`config.mk`:
```
export PLATFORM = sky130hd
export DESIGN_NAME = norm_shift_pipe
export DESIGN_NICKNAME = d
export VERILOG_FILES = /design/src/rtl/rosetta_pkg.sv /design/src/rtl/norm_shift_pipe_lzcu.sv /design/src/rtl/norm_shift_pipe.sv
export SDC_FILE = /design/constraint.sdc
export NUM_CORES = 1
export LEC_CHECK = 0
export ABC_CLOCK_PERIOD_IN_PS = 5300
export BUFFER_PORTS_ARGS = -buffer_cell sky130_fd_sc_hd__buf_2
export CAP_MARGIN = 20
export CELL_PAD_IN_SITES_DETAIL_PLACEMENT = 0
export CELL_PAD_IN_SITES_GLOBAL_PLACEMENT = 1
export CORE_MARGIN = 4
export CORE_UTILIZATION = 30
export DETAILED_ROUTE_END_ITERATION = 16
export GPL_ROUTABILITY_DRIVEN = 0
export PLACE_DENSITY = 0.6
export RECOVER_POWER = 100
export SYNTH_ARGS = -nofsm -noshare
export SYNTH_HDL_FRONTEND = slang
export SYNTH_HIERARCHICAL = 1
export SYNTH_SLANG_ARGS = --single-unit
```
`constraint.sdc`:
```
create_clock -name clk -period 5.3 [get_ports clk]
set_clock_uncertainty 0.1 [all_clocks]
set_input_delay 1.06 -clock clk [delete_from_list [all_inputs] [get_ports clk]]
set_output_delay 1.06 -clock clk [all_outputs]
set_load 0.005 [all_outputs]
```
`src/rtl/rosetta_pkg.sv`:
```
// Shared constants and types for the ROSETTA normalizer datapath.
package rosetta_pkg;

   // Default widths for the normalizer and its leading-zero counter.
   localparam int unsigned DefLzcWidth = 7;
   localparam int unsigned DefIWidth   = 2 ** (DefLzcWidth - 1);
   localparam int unsigned DefExpWidth = 10;

   // Most negative two's-complement exponent representable in w bits.
   function automatic int min_exp(input int unsigned w);
      return -(2 ** (w - 1));
   endfunction

   localparam int DefMinExp = min_exp(DefExpWidth);

   // Normalized result as seen at the default widths.
   typedef struct packed {
      logic [DefIWidth-1:0]   mant;
      logic [DefExpWidth-1:0] exp;
      logic                   sign;
      logic                   zero;
      logic                   underflow;
   } norm_res_t;

endpackage

```
`src/rtl/norm_shift_pipe_lzcu.sv`:
```
// Recursive leading-zero counter: count of zeros above the first set bit,
// equal to the full width when the input is all zero.
module lzcu #(
   parameter int unsigned LZC_WIDTH = 7
) (
   input  logic [2**(LZC_WIDTH-1)-1:0] bits,
   output logic [LZC_WIDTH-1:0]        count
);

   if (LZC_WIDTH == 1) begin : g_leaf
      assign count = ~bits;
   end else begin : g_node
      localparam int unsigned Half = 2 ** (LZC_WIDTH - 2);

      logic [LZC_WIDTH-2:0] hi_cnt;
      logic [LZC_WIDTH-2:0] lo_cnt;

      lzcu #(
         .LZC_WIDTH(LZC_WIDTH - 1)
      ) u_hi (
         .bits (bits[2*Half-1:Half]),
         .count(hi_cnt)
      );

      lzcu #(
         .LZC_WIDTH(LZC_WIDTH - 1)
      ) u_lo (
         .bits (bits[Half-1:0]),
         .count(lo_cnt)
      );

      // MSB of a half count is set only when that half is entirely zero.
      assign count = hi_cnt[LZC_WIDTH-2] ? ({1'b0, lo_cnt} + LZC_WIDTH'(Half))
                                         : {1'b0, hi_cnt};
   end

endmodule

```
`src/rtl/norm_shift_pipe.sv`:
```
// Two-stage normalizer: S1 registers the operand with its leading-zero count,
// S2 shifts, adjusts and saturates the exponent. Full valid/ready backpressure.
module norm_shift_pipe
   import rosetta_pkg::*;
#(
   parameter int unsigned LZC_WIDTH = DefLzcWidth,
   parameter int unsigned I_WIDTH   = 2 ** (LZC_WIDTH - 1),
   parameter int unsigned EXP_WIDTH = DefExpWidth
) (
   input  logic                 clk,
   input  logic                 rst,
   input  logic                 in_valid,
   output logic                 in_ready,
   input  logic [I_WIDTH-1:0]   in_mant,
   input  logic [EXP_WIDTH-1:0] in_exp,
   input  logic                 in_sign,
   output logic                 out_valid,
   input  logic                 out_ready,
   output logic [I_WIDTH-1:0]   out_mant,
   output logic [EXP_WIDTH-1:0] out_exp,
   output logic                 out_sign,
   output logic                 out_zero,
   output logic                 out_underflow
);

   localparam logic [EXP_WIDTH:0]   MinExpExt = (EXP_WIDTH + 1)'(min_exp(EXP_WIDTH));
   localparam logic [EXP_WIDTH-1:0] MinExp    = MinExpExt[EXP_WIDTH-1:0];

   logic                 s1_v;
   logic [I_WIDTH-1:0]   s1_mant;
   logic [EXP_WIDTH-1:0] s1_exp;
   logic                 s1_sign;
   logic [LZC_WIDTH-1:0] s1_lz;
   logic [LZC_WIDTH-1:0] lz_in;

   logic                 s2_v;
   logic                 in_fire;
   logic                 s2_adv;

   logic [I_WIDTH-1:0]   res_mant;
   logic [EXP_WIDTH-1:0] res_exp;
   logic                 res_zero;
   logic                 res_uf;
   logic [EXP_WIDTH:0]   e_ext;

   lzcu #(
      .LZC_WIDTH(LZC_WIDTH)
   ) u_lzcu (
      .bits (in_mant),
      .count(lz_in)
   );

   assign s2_adv    = s1_v & (~s2_v | out_ready);
   assign in_ready  = ~rst & (~s1_v | ~s2_v | out_ready);
   assign in_fire   = in_valid & in_ready;
   assign out_valid = s2_v;

   // S1: capture operand and its zero count; empties when S2 takes it.
   always_ff @(posedge clk) begin
      if (rst) begin
         s1_v    <= 1'b0;
         s1_mant <= '0;
         s1_exp  <= '0;
         s1_sign <= 1'b0;
         s1_lz   <= '0;
      end else if (in_fire) begin
         s1_v    <= 1'b1;
         s1_mant <= in_mant;
         s1_exp  <= in_exp;
         s1_sign <= in_sign;
         s1_lz   <= lz_in;
      end else if (s2_adv) begin
         s1_v    <= 1'b0;
      end
   end

   // S2 datapath: barrel shift plus widened exponent subtract with saturation.
   always_comb begin
      res_mant = '0;
      res_exp  = '0;
      res_zero = 1'b0;
      res_uf   = 1'b0;
      e_ext    = {s1_exp[EXP_WIDTH-1], s1_exp} - (EXP_WIDTH + 1)'(s1_lz);
      if (s1_lz == LZC_WIDTH'(I_WIDTH)) begin
         res_zero = 1'b1;
      end else begin
         res_mant = s1_mant << s1_lz;
         if ($signed(e_ext) < $signed(MinExpExt)) begin
            res_exp = MinExp;
            res_uf  = 1'b1;
         end else begin
            res_exp = e_ext[EXP_WIDTH-1:0];
         end
      end
   end

   // S2 registers: load on advance, hold while stalled, clear valid on transfer.
   always_ff @(posedge clk) begin
      if (rst) begin
         s2_v          <= 1'b0;
         out_mant      <= '0;
         out_exp       <= '0;
         out_sign      <= 1'b0;
         out_zero      <= 1'b0;
         out_underflow <= 1'b0;
      end else if (s2_adv) begin
         s2_v          <= 1'b1;
         out_mant      <= res_mant;
         out_exp       <= res_exp;
         out_sign      <= s1_sign;
         out_zero      <= res_zero;
         out_underflow <= res_uf;
      end else if (out_ready) begin
         s2_v          <= 1'b0;
      end
   end

endmodule

```
[Word level (Yosys, flattened, before mapping)]
Cells that the tools add are included.
Word-level totals
  bits in registers: 161
  bits in latches: 0
  bits in writable memories: 0
  memory bits (read-only): 0
  input port bits: 79
  output and inout bits: 79
  word-level logic and storage cells: 226
  memories kept: 0
Cells by class
  add/subtract/negate cells: 64
  multiply operators: 0
  divide/modulo/power cells: 0
  magnitude comparators: 1
  equal/unequal tests: 1
  shifts and indexed selects: 1
  mux-type cells: 73
  bitwise logic cells: 73
  reduce and logical (&&, ||, !) cells: 2
Operator list (number)
  1-bit NOT: 67
  1-bit by 1-bit adder with 2-bit output, second input constant: 32
  2-bit two-way mux: 32
  64-bit two-way mux: 1
  64-bit by 7-bit << shifter with 64-bit output: 1
  2-bit by 2-bit adder with 3-bit output, second input constant: 16
  3-bit two-way mux: 16
  3-bit by 3-bit adder with 4-bit output, second input constant: 8
  4-bit two-way mux: 8
  4-bit by 4-bit adder with 5-bit output, second input constant: 4
  10-bit two-way mux: 2
  5-bit two-way mux: 4
  5-bit by 5-bit adder with 6-bit output, second input constant: 2
  6-bit two-way mux: 2
  11-bit by 10-bit < comparator with 1-bit output, second input constant: 1
  10-bit by 8-bit subtractor with 11-bit output: 1
  6-bit by 6-bit adder with 7-bit output, second input constant: 1
  7-bit equality test, second input constant: 1
  1-bit two-way mux: 7
  7-bit two-way mux: 1
  2-bit nonzero test: 2
  1-bit AND: 3
  1-bit bitwise OR: 3

[Logic depth before layout (Yosys ltp)]
Gate-level depths: netlist (run 1).
  depth after elaboration: 13
  mapped depth: 12
  mapped depth without buffers: 9

[Hierarchy]
Netlist (run 1), hierarchy kept.
By module, submodules not included
  norm_shift_pipe: instances 1, cells an instance 1242, area each 10684.0 um2, seq. area each 3223.1 um2
  lzcu (u_lzcu.g_node.u_hi.g_node.u_hi.g_node.u_hi.g_node.u_hi.g_node.u_hi ...): instances 32, cells an instance 2, area each 16.3 um2, seq. area each 0.0 um2
  lzcu (u_lzcu.g_node.u_hi.g_node.u_hi.g_node.u_hi.g_node.u_hi ...): instances 16, cells an instance 3, area each 27.5 um2, seq. area each 0.0 um2
  lzcu (u_lzcu.g_node.u_hi.g_node.u_hi.g_node.u_hi ...): instances 8, cells an instance 4, area each 35.0 um2, seq. area each 0.0 um2
  lzcu (u_lzcu.g_node.u_hi.g_node.u_hi.g_node.u_hi.g_node.u_hi.g_node.u_hi.g_node.u_hi ...): instances 64, cells an instance 1, area each 3.8 um2, seq. area each 0.0 um2
  lzcu (u_lzcu.g_node.u_hi.g_node.u_hi ...): instances 4, cells an instance 5, area each 46.3 um2, seq. area each 0.0 um2
  lzcu (u_lzcu.g_node.u_hi ...): instances 2, cells an instance 6, area each 57.6 um2, seq. area each 0.0 um2
  lzcu (u_lzcu): instances 1, cells an instance 8, area each 98.8 um2, seq. area each 0.0 um2

[Worst setup path after synthesis (run 1)]
Ideal clock, no wire load.
  path type: reg-to-reg
  start point: register s1_lz[2]
  end point: register out_exp[4]
  library setup time: 0.117 ns
  data arrival time: 3.008 ns
  required time: 5.083 ns
  path slack: 2.074 ns
  cell stages (with the launch flop): 13
  path buffers: 4
  period minus slack after synthesis: 3.226 ns
  cell sequence: dfxtp_1 buf_2 buf_2 inv_1 clkbuf_1 buf_1 ha_1 nor2b_1 o31ai_1 nand2_1 o32ai_1 nor3_2 a32o_1
On the way
  longest elaborated chain between the ends: 4
  elaborated cells between the ends (all ways): 5
  those cells by class: 1 x add/sub; 1 x order compare; 1 x eq/ne; 2 x mux
Ends and longest elaborated chain
  start, declared: RTL line norm_shift_pipe.sv:33  | logic [LZC_WIDTH-1:0] s1_lz;
  start signal, assigned: RTL line norm_shift_pipe.sv:71  | s1_lz <= lz_in;
  10-bit by 8-bit subtractor with 11-bit output: RTL line norm_shift_pipe.sv:83  | e_ext = {s1_exp[EXP_WIDTH-1], s1_exp} - (EXP_WIDTH + 1)'(s1_lz);
  11-bit by 10-bit < comparator with 1-bit output: RTL line norm_shift_pipe.sv:88  | if ($signed(e_ext) < $signed(MinExpExt)) begin
  10-bit two-way mux: RTL line norm_shift_pipe.sv:88
  10-bit two-way mux (*): RTL line norm_shift_pipe.sv:84  | if (s1_lz == LZC_WIDTH'(I_WIDTH)) begin
  end signal, assigned: RTL line norm_shift_pipe.sv:109  | out_exp <= res_exp;
  end, declared: RTL line norm_shift_pipe.sv:20  | output logic [EXP_WIDTH-1:0] out_exp,
Every way passes the cells marked *; elsewhere a longest branch is shown, timed or not.
A chain may end at the register's enable or synchronous reset.

[Final worst setup path (run 1)]
  start point: register s1_lz[0]
  end point: register out_mant[52]
On the way
  longest elaborated chain between the ends: 2
  elaborated cells between the ends (all ways): 3
  those cells by class: 1 x eq/ne; 1 x shift; 1 x mux
Ends and longest elaborated chain
  64-bit by 7-bit << shifter with 64-bit output / 7-bit equality test (equally long branches): RTL line norm_shift_pipe.sv:87, norm_shift_pipe.sv:84
  64-bit two-way mux (*): RTL line norm_shift_pipe.sv:84
  end signal, assigned: RTL line norm_shift_pipe.sv:108  | out_mant <= res_mant;
  end, declared: RTL line norm_shift_pipe.sv:19  | output logic [I_WIDTH-1:0] out_mant,
Marked as above.

==> flow_summary_export.csv, run 1 <==
group,metric,value,unit
sta,slew_headroom,-17.8,%
sta,period_share,75.3,%
global_routing,first_global_vias,11200,
logic_synthesis,synth.yosys.seq_area_share,25.7,%
logic_synthesis,syn_area,0.0126,sq mm
logic_synthesis,synth_nets,1577,
critical_path,cp_data_arrival_time,4230,ps
logic_synthesis,async_flop_share,0,%
final_layout,nFillCells,4428,
placed_design,place_hpwl,35.7,mm
clock_network,ctsResizeCount,0,
detailed_routing,drt_first_pass_iters,7,
sta,hold_slack,356,ps
outcome,violations,"capacitance limit, slew limit",
detailed_routing,vias,11600,
critical_path,required,5540,ps
detailed_routing,wl,46.7,mm
clock_network,clockBufferDepth,2,
sta,rsz0062_at_grt,"false",
critical_path,cpLargestDelayFamily,"buffers and inverters",
final_layout,final_common_cell,"nand2_1",
critical_path,end_kind,"flip-flop",
clock_network,cts_tree,"built",
logic_synthesis,syn_avg_cell_area,8.43,sq um
critical_path,critPathMaxStageDelay,1170,ps
power_and_ir_drop,p_per_area,238,mW/mm^2
sta,layout_min_cycle_time,3990,ps
critical_path,cp_cell_sequence,"inv_1, clkbuf_1, mux4_2, o2bb2ai_1, a311oi_1, o21a_1, o21ai_0",
clock_network,hold_buffers,0,
power_and_ir_drop,leakage,0.00572,uW
clock_network,cts_made_buffers,17,
die,die_h,213,microns
outcome,status,"finished, violations left",
sta,fmax,251,MHz
die,start_util,30.6,%
placed_design,portBuffers,157,
die,die_area,0.0452,sq mm
final_layout,layout_common_cells,"nand2_1 (273), dfxtp_1 (157), buf_2 (108)",
logic_synthesis,synthFlopType,"dfxtp_1",
final_layout,area_growth,12.5,%
sta,slew_viol_final,73,
critical_path,cp_max_fo,53,
final_layout,layout-drive-gt1-share,23.6,%
critical_path,start_kind,"flip-flop",
clock_network,clkLatencyLatePin,440,ps
detailed_routing,antenna_left,0,
power_and_ir_drop,ir_worst_vdd,212,uV
global_routing,antenna_found_initial,2,
clock_network,clk_pin_slew_worst_paths,70,ps
logic_synthesis,yosysWarnings,6,
logic_synthesis,synth_cells,1490,
final_layout,diodes,0,
die,die_x,213,microns
global_routing,grt_usage,20.3,%
detailed_routing,vias_per_cell,5.45,
critical_path,crit_type,"flip-flop to flip-flop",
logic_synthesis,post_synth_num_cell_types,72,
sta,setup_violations,0,
clock_network,root_buffer,"clkbuf_16",
min_path,hp-class,"flip-flop to flip-flop",
global_routing,grt_pass1_wl,70.9,mm
global_routing,grt_max_degree,94,
logic_synthesis,synth-edff-count,0,
clock_network,cts_max_level,4,
job,maxCapViolCount,2,
clock_network,cts_sinks,161,
clock_network,postCtsSetupBuffers,0,
detailed_routing,drc,0,
critical_path,slowest_stage,"clkbuf_1",
logic_synthesis,ys_seq_elements,161,
detailed_routing,drt_iter0_markers,1356,
die,fp.coreArea,0.0411,sq mm
detailed_routing,route.detailed.wl_per_inst,22.0,microns
die,io_pins,158,
sta,fin_tns_setup,0,ps
sta,hold_viol_final,0,
final_layout,final_nets,1666,
sta,worst_pin_slew,1770,ps
global_routing,overflow,0,
critical_path,path_buf_inv,2,
die,rows,74,
==> final cells by class <==
class | count | area [sq um] | share of cell area [%]
flip-flops and latches | 161 | 3230 | 22.9
repair buffers | 178 | 875 | 6.19
well taps | 532 | 666 | 4.71
inverters | 80 | 300 | 2.12
clock inverters | 11 | 105 | 0.743
multi-input cells | 1141 | 8500 | 60.1
clock buffers | 21 | 460 | 3.26
==> power by group <==
| part | switching [uW] | internal (uW) |
|---|---|---|
| clock | 538 | 674 |
| sequential | 105 | 1280 |
| combinational | 436 | 331 |
| total | 1080 | 2280 |
==> worst reg2reg max path, delay by kind of cell (launching register included) <==
kind	cells	cell delay, ps
compound gates	4	690
buf+inv	2	1860
flops	1	550
mux	1	700
==> metal layers <==
metal	vias to the layer above	routed length [microns]	global-route usage, %
met5	-	33	0
met4	4	815	5.13
met3	49	2290	3.10
met2	343	20500	30.5
met1	5663	23100	30.5
li1	5519	-	-
==> flip-flops by register name (all words and copies together) (netlist names) <==
register       cells
out_valid          1
out_sign           1
s1_mant           64
s1_lz              7
out_exp           10
out_zero           1
s1_exp            10
s1_v               1
s1_sign            1
out_underflow      1
out_mant          64
==> Yosys cell counts (all sizes together) (5+ instances only) <==
library cell | instances | area, sq um
nor2 | 84 | 315
o31ai | 15 | 113
a22oi | 44 | 330
nand3b | 74 | 556
nand2b | 8 | 50.1
and2 | 69 | 472
nor2b | 37 | 231
mux2i | 66 | 661
nor3 | 16 | 90.1
o22ai | 15 | 93.8
mux4 | 56 | 1270
a31oi | 13 | 81.3
a221oi | 5 | 43.8
a21oi | 33 | 165
inv | 80 | 300
a22o | 7 | 61.3
a41oi | 5 | 43.8
buf | 47 | 300
o211ai | 19 | 143
clkbuf | 61 | 233
nand3 | 16 | 80.1
o22a | 9 | 78.8
and2b | 32 | 280
nand2 | 273 | 1020
a222oi | 7 | 70.1
ha | 7 | 87.6
mux2 | 105 | 1260
dfxtp | 161 | 3220
o21a | 8 | 60.1
o21ai | 45 | 225
a211oi | 10 | 75.1
==> through the flow <==
step / power (uW) / cells / area (sq um) / utilization, % / setup WS, ps
finish: 3360 / 2124 / 14100 / 34.4 / 1310
global placement: 2170 / 2092 / 13700 / 33.2 / 1880
CTS: 3390 / 2124 / 14200 / 34.6 / 1880
floorplan: 1890 / 1490 / 12600 / - / 2070
detailed placement: 2170 / 2092 / 13700 / 33.2 / 1850
global route: 3520 / 2124 / 14100 / 34.4 / 1050
==> kinds of logic (layout without fill, tap and decap cells) <==
| family | Yosys count | count (layout) | share of synthesized area (%) |
|---|---|---|---|
| and+or+nand+nor | 625 | 625 | 25.5 |
| adders and majority gates | 8 | 8 | 0.856 |
| buffers and inverters | 188 | 290 | 6.63 |
| DFF | 161 | 161 | 25.7 |
| muxes | 227 | 227 | 25.4 |
| xor gates and xnor gates | 5 | 5 | 0.349 |
| AOI/OAI and AO/OA | 276 | 276 | 15.6 |
==> final timing paths <==
path	cells after the start	slack [ps]	from	to
setup / recovery	7	1310	s1_lz[0]	out_mant[52]
hold / removal	2	360	out_sign	out_sign
setup reg to reg	7	1310	s1_lz[0]	out_mant[52]
hold reg to reg	2	360	out_sign	out_sign
Note: power is estimated with default switching activity, not from simulation.
==> run 2, diff against run 1 <==
- ABC_CLOCK_PERIOD_IN_PS: 5300 -> 3600
- PLACE_DENSITY: 0.6 -> 0.63
- clock period: 5.3 -> 3.6 ns (I/O delays scaled with it)
==> run 2 against run 1 <==
The flow still finishes with violations (capacitance limit, slew limit); global-route usage rose by 0.24 points; clock-buffer cell count fell by 1; first-iteration DRC count fell by 17%; worst hold slack got worse by 2.3 ps; clock power rose by 64%; final area rose by 1.9%; total power rose by 54%; die area did not move; sequential share of layout area fell by 0.42 points; register-to-register slack got worse by 840 ps; fmax rose by 27%; setup slack got worse by 840 ps; critical path type unchanged; critical endpoint is now out_mant[39]; largest cell class unchanged.
==> flow_summary_export.csv, run 2 (synthesized netlist as in run 1, its figures left out) <==
group,metric,value,unit
outcome,status,"finished, violations left",
outcome,violations,"capacitance limit, slew limit",
placed_design,portBuffers,157,
die,die_h,213,microns
critical_path,regToRegSetupSlack,470,ps
final_layout,area_growth,14.6,%
job,maxCapViolCount,2,
clock_network,clockBufferDepth,2,
global_routing,grt_pass1_wl,71.5,mm
final_layout,layout_common_cells,"nand2_1 (272), dfxtp_1 (157), buf_2 (100)",
clock_network,postCtsSetupBuffers,0,
critical_path,reg2reg_depth,8,
detailed_routing,drt_first_pass_iters,6,
detailed_routing,route.detailed.wl_per_inst,22.1,microns
sta,layout_setup_ws,469,ps
final_layout,top_regs,"out_mant x64, s1_mant x64",
power_and_ir_drop,leakage,0.00583,uW
clock_network,clkLatencyLatePin,450,ps
critical_path,start_kind,"flip-flop",
final_layout,final_nets,1685,
clock_network,hold_buffers,0,
sta,fmax,319,MHz
clock_network,cts_sinks,161,
sta,slew_viol_final,143,
sta,rsz0062_at_grt,"false",
detailed_routing,wl,47.4,mm
global_routing,grt_usage,20.5,%
sta,layout_min_cycle_time,3130,ps
min_path,hp-class,"flip-flop to flip-flop",
power_and_ir_drop,ir_worst_vdd,292,uV
die,start_util,30.6,%
power_and_ir_drop,totalPowerFinal,5180,uW
sta,setup_violations,0,
sta,slew_headroom,-38.4,%
critical_path,r2r-end,"out_mant[39]",
die,die_x,213,microns
min_path,min_from,"out_exp[1]",
power_and_ir_drop,clkPwrFrac,38.2,%
critical_path,end_kind,"flip-flop",
global_routing,first_global_vias,11500,
clock_network,ctsResizeCount,0,
power_and_ir_drop,p_int,3560,uW
clock_network,root_buffer,"clkbuf_16",
critical_path,required,3760,ps
min_path,holdPathEnd,"out_exp[1]",
power_and_ir_drop,netSwitchingPower,1620,uW
critical_path,cp_max_fo,34,
clock_network,cts_max_level,4,
final_layout,diodes,0,
detailed_routing,vias_per_cell,5.51,
die,die_area,0.0452,sq mm
min_path,whs_path_depth,2,
power_and_ir_drop,p_per_area,359,mW/mm^2
critical_path,cp_data_arrival_time,3290,ps
placed_design,dp_worst_setup_slack,680,ps
global_routing,overflow,0,
final_layout,final_common_cell,"nand2_1",
detailed_routing,drc,0,
final_layout,layout-drive-gt1-share,24.3,%
die,fp.coreArea,0.0411,sq mm
power_and_ir_drop,pwr-share-comb,22.5,%
critical_path,crit_type,"flip-flop to flip-flop",
placed_design,place_hpwl,36.2,mm
placed_design,placed_cells_incl_taps,2111,
detailed_routing,antenna_left,0,
sta,period_share,87.0,%
sta,hold_viol_final,0,
global_routing,antenna_found_initial,0,
sta,fin_tns_setup,0,ps
clock_network,cts_made_buffers,17,
power_and_ir_drop,pwr-share-seq,39.3,%
sta,worst_pin_slew,2080,ps
die,rows,74,
clock_network,cts_tree,"built",
die,io_pins,158,
clock_network,clk_pin_slew_worst_paths,70,ps
global_routing,grt_max_degree,97,
final_layout,final_cells,2143,
detailed_routing,vias,11800,
detailed_routing,drt_iter0_markers,1131,
power_and_ir_drop,switching_share,31.2,%
critical_path,r2r-start,"s1_lz[1]",
run 2: changes by cell type in the layout (fill, tap and decap cells not counted), sizes merged:
cell,before,now
inv,82,83
buf,128,134
clkinvlp,3,1
clkinv,5,4
bufinv,1,4
clkbuf,71,83
run 2: worst max path at each step:
stage,cells after the start,endpoint,from
floorplan,12,out_exp[4],s1_lz[2]
detailed placement,10,s1_lz[0],in_mant[63]
finish,8,out_mant[39],s1_lz[1]
global route,4,out_exp[4],rst
CTS,6,out_mant[56],s1_lz[1]
global placement,6,out_mant[56],s1_lz[1]
run 2: stage by stage:
| stage | area [sq um] | util, % | hold slack [ps] |
|---|---|---|---|
| floorplan | 12600 | - | 332 |
| global placement | 13900 | 33.8 | 331 |
| finish | 14400 | 35.0 | 353 |
| detailed placement | 13900 | 33.8 | 336 |
| global route | 14400 | 35.0 | 352 |
| CTS | 14500 | 35.3 | 339 |
run 2: cell type report:
cell class	instances	area, sq um
clock buffers	20	437
inverters	80	300
fillers	4408	26700
flip-flops and latches	161	3230
clock inverters	12	180
well taps	532	666
multi-input cells	1141	8520
repair buffers	197	1070
run 2: per-layer routing:
| layer | wire [microns] | vias up | track usage [%] |
|---|---|---|---|
| li1 | - | 5560 | - |
| met1 | 22100 | 5776 | 29.4 |
| met2 | 20900 | 406 | 31.3 |
| met3 | 3160 | 63 | 4.14 |
| met4 | 1210 | 0 | 6.31 |
| met5 | 0 | - | 0 |
run 2: critical path, cell delays in order (launching register included):
cell and delay (ps):
dfxtp_4 700, clkbuf_1 570, mux4_2 640, mux2i_1 160
clkbuf_1 240, and2_1 170, o31ai_1 80, a222oi_1 230
nor2_1 60
run 2: power by group through the flow:
stage          registers (uW)  logic, uW  clock network (uW)
2_1_floorplan            2000        786                   0
3_3_place_gp             2070       1160                   0
3_5_place_dp             2070       1160                   0
4_1_cts                  2030       1170                2010
5_1_grt                  2050       1260                2090
6_report                 2040       1170                1980
==> run 3, diff against run 2 <==
--- a/config.mk
+++ b/config.mk
@@ -11,5 +11,5 @@
 export CELL_PAD_IN_SITES_DETAIL_PLACEMENT = 0
 export CELL_PAD_IN_SITES_GLOBAL_PLACEMENT = 1
-export CORE_MARGIN = 4
+export CORE_MARGIN = 3
 export CORE_UTILIZATION = 30
 export DETAILED_ROUTE_END_ITERATION = 16
==> constraint.sdc (replaced) <==
create_clock -name clk -period 3.6 [get_ports clk]
set_clock_uncertainty 0.1 [all_clocks]
set_input_delay 0.36 -clock clk [delete_from_list [all_inputs] [get_ports clk]]
set_output_delay 0.36 -clock clk [all_outputs]
set_load 0.005 [all_outputs]
==> run 3 against run 2 <==
Cell count rose by 0.19%; final area fell by 0.11%; global-route usage barely moved; clock power fell by 8%; setup slack got worse by 190 ps; total power fell by 3.2%; die area fell by 1.9%; the run still ends with capacitance limit, slew limit left.
==> flow_summary_export.csv, run 3 (synthesized netlist as in run 1, its figures left out) <==
group,metric,value,unit
final_layout,layout-drive-gt1-share,24.5,%
critical_path,start_kind,"flip-flop",
global_routing,overflow,0,
critical_path,cp_cell_sequence,"clkbuf_4, mux2_1, mux2i_1, o21ai_0, o21ai_0, o22ai_1, a221o_1",
clock_network,cts_tree,"built",
sta,slew_headroom,-0.228,%
clock_network,clockBufferDepth,2,
sta,fin_tns_setup,0,ps
min_path,min_from,"in_exp[5]",
final_layout,final_common_cell,"nand2_1",
sta,layout_setup_ws,275,ps
sta,setup_violations,0,
min_path,whs_path_depth,3,
placed_design,portBuffers,157,
detailed_routing,drc,0,
clock_network,clkLatencyLatePin,450,ps
outcome,status,"finished, violations left",
power_and_ir_drop,ir_worst_vdd,314,uV
die,start_util,30.6,%
die,rows,74,
global_routing,grt_max_degree,89,
outcome,violations,"capacitance limit, slew limit",
sta,hold_viol_final,0,
detailed_routing,top_layer,"met4",
sta,layout_min_cycle_time,3320,ps
die,io_pins,158,
global_routing,antenna_found_initial,0,
detailed_routing,drt_first_pass_iters,6,
power_and_ir_drop,leakage,0.00586,uW
critical_path,cp_data_arrival_time,3560,ps
critical_path,r2r-end,"out_mant[46]",
detailed_routing,vias_per_cell,5.47,
critical_path,cpLargestDelayFamily,"compound AO/OA/AOI/OAI gates",
detailed_routing,antenna_left,0,
clock_network,cts_max_level,4,
critical_path,slowest_stage,"clkbuf_4",
detailed_routing,met2WireLength,20.7,mm
critical_path,critPathMaxStageDelay,670,ps
die,die_x,211,microns
critical_path,r2r-start,"s1_lz[3]",
detailed_routing,wl,46.5,mm
final_layout,register_area,0.00323,sq mm
job,maxCapViolCount,1,
clock_network,cts_sinks,161,
critical_path,reg2reg_depth,7,
clock_network,clk_pin_slew_worst_paths,70,ps
die,die_h,211,microns
placed_design,dp_worst_setup_slack,652,ps
final_layout,diodes,0,
die,die_area,0.0444,sq mm
die,fp.coreArea,0.0411,sq mm
detailed_routing,vias,11700,
final_layout,final_nets,1690,
min_path,holdPathEnd,"s1_exp[5]",
final_layout,top_regs,"out_mant x64, s1_mant x64",
sta,period_share,92.4,%
critical_path,crit_type,"flip-flop to flip-flop",
sta,slew_viol_final,42,
detailed_routing,wl_met3,3.34,mm
critical_path,path_buf_inv,1,
critical_path,end_kind,"flip-flop",
final_layout,layout_common_cells,"nand2_1 (272), dfxtp_1 (157), buf_2 (112)",
global_routing,grt_usage,20.5,%
critical_path,cp_max_fo,50,
critical_path,required,3840,ps
final_layout,nFillCells,4398,
detailed_routing,drt_iter0_markers,1049,
detailed_routing,wl_met1,21.7,mm
clock_network,ctsResizeCount,0,
final_layout,area_growth,14.5,%
clock_network,cts_made_buffers,17,
detailed_routing,route.detailed.wl_per_inst,21.7,microns
min_path,hp-class,"input pin to flip-flop",
sta,worst_pin_slew,1500,ps
global_routing,grt_pass1_wl,70.5,mm
sta,fmax,301,MHz
global_routing,first_global_vias,11200,
placed_design,place_hpwl,35.7,mm
critical_path,critPathMostFrequentCell,"o21ai_0",
power_and_ir_drop,p_per_area,348,mW/mm^2
final_layout,multiInputGateArea,0.00852,sq mm
clock_network,root_buffer,"clkbuf_16",
critical_path,regToRegSetupSlack,280,ps
sta,rsz0062_at_grt,"false",
-- run 3: area by class of cell --
| cell class | instances | area share, % |
|---|---|---|
| clock inverters | 10 | 0.704 |
| repair buffers | 202 | 7.64 |
| clock buffers | 21 | 3.28 |
| multi-input cells | 1141 | 59.2 |
| inverters | 80 | 2.09 |
| well taps | 532 | 4.63 |
| flip-flops and latches | 161 | 22.5 |
-- run 3: through the flow --
step	cells	hold WS, ps	cell area, sq um	util, %	total power [uW]
final	2147	9.51	14400	35.0	5010
after floorplan	1490	332	12600	-	2780
after global placement	2110	334	13800	33.7	3210
after detailed placement	2110	331	13800	33.7	3220
after CTS	2147	2.53	14500	35.2	5040
after global routing	2147	17.4	14400	35.0	5240
-- run 3: how the worst max path moves through the flow --
stage / start / end / slack (ps) / cells past startpoint
floorplan: s1_lz[2] / out_exp[4] / 370 / 12
global placement: s1_lz[1] / out_mant[33] / 650 / 7
detailed placement: s1_lz[1] / out_mant[33] / 650 / 7
CTS: s1_lz[1] / out_mant[33] / 640 / 7
global route: s1_lz[1] / out_mant[53] / 230 / 7
finish: s1_lz[3] / out_mant[46] / 280 / 7
-- run 3: metal layers --
layer	up-vias	track usage, %
li1	5568	-
met1	5678	29.7
met2	432	31.3
met3	57	4.63
met4	0	4.60
met5	-	0
-- run 3: worst min-delay path: cells and delay by family --
| family | cells | cell delay (ps) |
|---|---|---|
| buffers and inverters | 1 | 80 |
| and+or+nand+nor | 2 | 80 |
-- run 3: repair_timing --
action | in CTS | in global routing
hold endpoints to repair | 6 | 0
hold buffers | 6 | 0
setup buffers | 0 | 0
-- run 3: report_power, final --
part | internal (uW) | switching, uW
combinational | 510 | 645
clock | 1010 | 810
sequential | 1880 | 150
total | 3410 | 1610
